File: src/rtl/spi_pkg.sv
// Shared definitions for the SPI-addressable RAM subsystem: command
// encodings, default geometry and the frame width used by the SPI slave.
package spi_pkg;

  localparam int unsigned DEF_MEM_DEPTH = 256;
  localparam int unsigned DEF_ADDR_SIZE = 8;
  localparam int unsigned FRAME_W       = DEF_ADDR_SIZE + 2;

  localparam logic [1:0] CMD_WR_ADDR = 2'b00;
  localparam logic [1:0] CMD_WR_DATA = 2'b01;
  localparam logic [1:0] CMD_RD_ADDR = 2'b10;
  localparam logic [1:0] CMD_RD_DATA = 2'b11;

endpackage

File: src/rtl/spi_ram_array.sv
// Byte storage with one write port and one registered read port.
// Addresses at or beyond MEM_DEPTH are masked: writes are dropped and
// reads return zero.
//   clk, rst_n           clock / async active-low reset (read register only)
//   we, waddr, wdata     write port
//   re, raddr, rdata     synchronous read port; rdata holds until next re
module spi_ram_array #(
  parameter int unsigned MEM_DEPTH = 256,
  parameter int unsigned ADDR_SIZE = 8
) (
  input  logic                 clk,
  input  logic                 rst_n,
  input  logic                 we,
  input  logic [ADDR_SIZE-1:0] waddr,
  input  logic [ADDR_SIZE-1:0] wdata,
  input  logic                 re,
  input  logic [ADDR_SIZE-1:0] raddr,
  output logic [ADDR_SIZE-1:0] rdata
);

  localparam logic [ADDR_SIZE:0] DEPTH = (ADDR_SIZE+1)'(MEM_DEPTH);

  logic [ADDR_SIZE-1:0] mem [0:MEM_DEPTH-1];
  logic                 waddr_ok_c;
  logic                 raddr_ok_c;

  // Range qualification, one bit wider so MEM_DEPTH = 2^ADDR_SIZE fits
  always_comb begin
    waddr_ok_c = {1'b0, waddr} < DEPTH;
    raddr_ok_c = {1'b0, raddr} < DEPTH;
  end

  // Storage is deliberately not reset
  always_ff @(posedge clk) begin
    if (we && waddr_ok_c) begin
      mem[waddr] <= wdata;
    end
  end

  // Read register; out-of-range reads yield zero
  always_ff @(posedge clk or negedge rst_n) begin
    if (!rst_n) begin
      rdata <= '0;
    end else if (re) begin
      rdata <= raddr_ok_c ? mem[raddr] : '0;
    end
  end

endmodule

File: src/rtl/spi_ram.sv
// Command-decoding byte RAM fed by the SPI slave. Each rx_valid strobe
// carries one frame {cmd[1:0], payload}; commands load the write/read
// address, write a byte, or read a byte back for transmission.
//   clk, rst_n   clock / async active-low reset
//   din          frame from the SPI slave
//   rx_valid     single-cycle frame strobe
//   dout         read data to the SPI slave
//   tx_valid     dout holds valid read data
module spi_ram
  import spi_pkg::*;
#(
  parameter int unsigned MEM_DEPTH = DEF_MEM_DEPTH,
  parameter int unsigned ADDR_SIZE = DEF_ADDR_SIZE
) (
  input  logic                 clk,
  input  logic                 rst_n,
  input  logic [ADDR_SIZE+1:0] din,
  input  logic                 rx_valid,
  output logic [ADDR_SIZE-1:0] dout,
  output logic                 tx_valid
);

  logic [1:0]           cmd_c;
  logic [ADDR_SIZE-1:0] payload_c;
  logic                 we_c;
  logic                 re_c;
  logic [ADDR_SIZE-1:0] wr_addr;
  logic [ADDR_SIZE-1:0] rd_addr;

  // Address advance modulo MEM_DEPTH
  function automatic logic [ADDR_SIZE-1:0] inc_wrap(input logic [ADDR_SIZE-1:0] a);
    return (a == ADDR_SIZE'(MEM_DEPTH - 1)) ? '0 : a + ADDR_SIZE'(1);
  endfunction

  // Frame decode
  always_comb begin
    cmd_c     = din[ADDR_SIZE+1:ADDR_SIZE];
    payload_c = din[ADDR_SIZE-1:0];
    we_c      = rx_valid && (cmd_c == CMD_WR_DATA);
    re_c      = rx_valid && (cmd_c == CMD_RD_DATA);
  end

  // Address registers and tx_valid; tx_valid follows the latest command
  always_ff @(posedge clk or negedge rst_n) begin
    if (!rst_n) begin
      wr_addr  <= '0;
      rd_addr  <= '0;
      tx_valid <= 1'b0;
    end else if (rx_valid) begin
      tx_valid <= (cmd_c == CMD_RD_DATA);
      case (cmd_c)
        CMD_WR_ADDR: wr_addr <= payload_c;
        CMD_WR_DATA: wr_addr <= inc_wrap(wr_addr);
        CMD_RD_ADDR: rd_addr <= payload_c;
        default:     rd_addr <= inc_wrap(rd_addr);
      endcase
    end
  end

  spi_ram_array #(
    .MEM_DEPTH(MEM_DEPTH),
    .ADDR_SIZE(ADDR_SIZE)
  ) u_array (
    .clk   (clk),
    .rst_n (rst_n),
    .we    (we_c),
    .waddr (wr_addr),
    .wdata (payload_c),
    .re    (re_c),
    .raddr (rd_addr),
    .rdata (dout)
  );

endmodule

File: config.mk
export PLATFORM = sky130hd
export DESIGN_NAME = spi_ram
export DESIGN_NICKNAME = d
export VERILOG_FILES = /design/src/rtl/spi_pkg.sv /design/src/rtl/spi_ram_array.sv /design/src/rtl/spi_ram.sv
export SDC_FILE = /design/constraint.sdc
export NUM_CORES = 2
export LEC_CHECK = 0
export ABC_AREA = 1
export BUFFER_PORTS_ARGS = -buffer_cell sky130_fd_sc_hd__buf_2
export CAP_MARGIN = 30
export CORE_MARGIN = 2
export CORE_UTILIZATION = 59
export DETAILED_ROUTE_END_ITERATION = 7
export PLACE_DENSITY_LB_ADDON = 0.05
export SKIP_CTS_REPAIR_TIMING = 1
export SLEW_MARGIN = 30
export SYNTH_ARGS = -nofsm -noshare
export SYNTH_HDL_FRONTEND = slang
export SYNTH_SLANG_ARGS = --single-unit
export TNS_END_PERCENT = 10
File: constraint.sdc
create_clock -name clk -period 3.5 [get_ports clk]
set_clock_uncertainty 0.15 [all_clocks]
set_input_delay 0.525 -clock clk [delete_from_list [all_inputs] [get_ports clk]]
set_output_delay 0.525 -clock clk [all_outputs]
set_load 0.005 [all_outputs]
==> impl_metrics.json <==
{
  "gr-total-overflow": 0,
  "p_per_area_nw_per_um2": 620,
  "fin_total_pwr_mw": 61.1,
  "grt_usage_pct": 30.8,
  "syn_inst": 8051,
  "dp.cells": 9893,
  "yosysWarningCount": 0,
  "grt_max_degree": 134,
  "async_reset_ff_share_pct": 1.21,
  "synth_fp_nets": 8069,
  "critPathKind": "register to register",
  "viasPerCell": 5.76,
  "portBuffers": 21,
  "end_kind": "register",
  "place_ws_ps": 315,
  "relSlewSlack_pct": 38.6,
  "route.detailed.drc": 0,
  "maxCapViolations": 0,
  "cp.arrival_ps": 3890,
  "ios": 22,
  "p_leak_nw": 38.1,
  "setup_viol": 0,
  "gp_congestion": 0.897,
  "status": "completed",
  "ys_ff_latch": 2073,
  "cts_buffers": 205,
  "synthFlopType": "edfxtp_1",
  "layout_setup_ws_ps": 230,
  "clk_path_buf_depth": 3,
  "peakVddDrop_mv": 0.466,
  "dr.pass1.iters": 6,
  "first_iter_violations": 6884,
  "ant_nets": 0,
  "final_cell_mix": "2520 x nand2_1, 2048 x edfxtp_1, 741 x nand3_1",
  "grt_pass1_vias": 56638,
  "die_area_sq_um": 153000,
  "post_drt_wl_per_cell_microns": 22.8,
  "path_clk_slew_ps": 60,
  "die_h_microns": 391,
  "cts_tree": "built",
  "fin_crit_sh_pct": 93.4,
  "num_rows": 142,
  "syn-cell-area_sq_um": 88400,
  "clock_latency_ps": 830,
  "num-nets-final": 8178,
  "slew_violations": 0,
  "vias": 59160,
  "hold_class": "input port to register",
  "syn_avg_cell_area_sq_um": 11.0,
  "grt_pass1_wl_mm": 352,
  "period_needed_ps": 3270,
  "synth_edf_count": 2048,
  "hold_viol_final": 0,
  "htreeDepth": 4,
  "hpwl_mm": 140,
  "final_common_cell": "nand2_1",
  "drive_above_1_share_pct": 8.31,
  "root_buffer": "clkbuf_16",
  "stdcell_count": 10277,
  "rsz0062_at_grt": "no",
  "routed_wl_mm": 235,
  "start_util_pct": 59.2,
  "worstPathMaxFanout": 70,
  "area_growth_pct": 11.4,
  "crit_path_start_kind": "register",
  "tightest_slew_ps": 918,
  "die_w_microns": 391,
  "ys_seq_area_share_pct": 70.3,
  "fin_setup_tns_ps": 0,
  "cts_sinks": 2073,
  "synth.distinct_cells": 33,
  "antenna_found_initial": 6,
  "clock.fmax_ghz": 0.306,
  "core_area_sq_um": 149000,
  "worstPathRequired_ps": 4120
}
-- kinds of logic after synthesis --
group	after synthesis	synth area share, %
simple gates	4212	19.8
xor+xnor	4	0.0396
flops	2073	70.3
compound gates	560	3.66
buf+inv	1197	6.10
fa+ha+maj	5	0.0708
-- stage by stage --
step                area [sq um]  util (%)  hold WS [ps]
finish                     98400      66.0          8.08
global route               98400      66.0          9.50
CTS                        98400      65.9          -428
detailed placement         91900      61.6           377
global placement           91900      61.6           368
floorplan                  88400         -          79.4
-- cell usage after synthesis, types with 111 or more instances --
library cell,n,area (sq um)
a21oi_1,181,906
buf_2,165,826
clkbuf_1,195,732
edfxtp_1,2048,61500
inv_1,700,2630
nand2_1,2520,9460
nand3_1,745,3730
nor2_1,472,1770
nor3_1,340,1700
o211ai_1,161,1210
o21ai_0,199,996
or2_1,111,694
-- power breakdown --
group / internal (mW) / total (mW) / switching, mW
Combinational: 3.43 / 11.9 / 8.47
Clock: 12.3 / 21.5 / 9.21
Sequential: 27.4 / 27.7 / 0.292
Total: 43.1 / 61.1 / 18.0
-- cell type report --
cell class / count / area (sq um)
Antenna cell: 2 / 5.00
Clock buffer: 256 / 5490
Inverter: 710 / 2710
Timing Repair Buffer: 389 / 3760
Fill cell: 11411 / 50800
Multi-Input combinational cell: 4781 / 20900
Tap cell: 1944 / 2430
Sequential cell: 2073 / 62100
Clock inverter: 122 / 1020
-- path summary, 6_finish.rpt --
kind                            slack (ps)        from  cells past startpoint                  end
worst max-delay path                   230  rd_addr[0]                     13     u_array.rdata[6]
worst min-delay path                     8      din[3]                      1  u_array.mem[223][3]
worst max register to register         230  rd_addr[0]                     13     u_array.rdata[6]
worst min register to register         400    tx_valid                      2             tx_valid
max in group asynchronous             2420       rst_n                      2           rd_addr[1]
min in group asynchronous              150       rst_n                      2             tx_valid
-- critical path: stages (launching register included) --
cell     delay [ps]
dfrtp_4         680
buf_12          250
buf_12          300
buf_4           380
nor3_1          120
nor3_1          280
nand2_1         100
nand3_1          80
nand3_1         130
nand3_1         180
nand3_1         160
nand3_1         140
nand3_1          90
nand2_1          70
-- flip-flops by register name (all words and copies together) (netlist names) --
signal and count:
u_array.mem 2048, rd_addr 8, tx_valid 1, wr_addr 8, u_array.rdata 8
-- routing by layer --
layer	wire, microns	global-route usage (%)	vias to the layer above
met5	27	0	-
met4	6930	9.47	4
met3	20600	5.10	392
met2	110000	49.0	2555
met1	97400	44.1	28760
li1	-	-	27449
(Power assumes the default switching activity.)
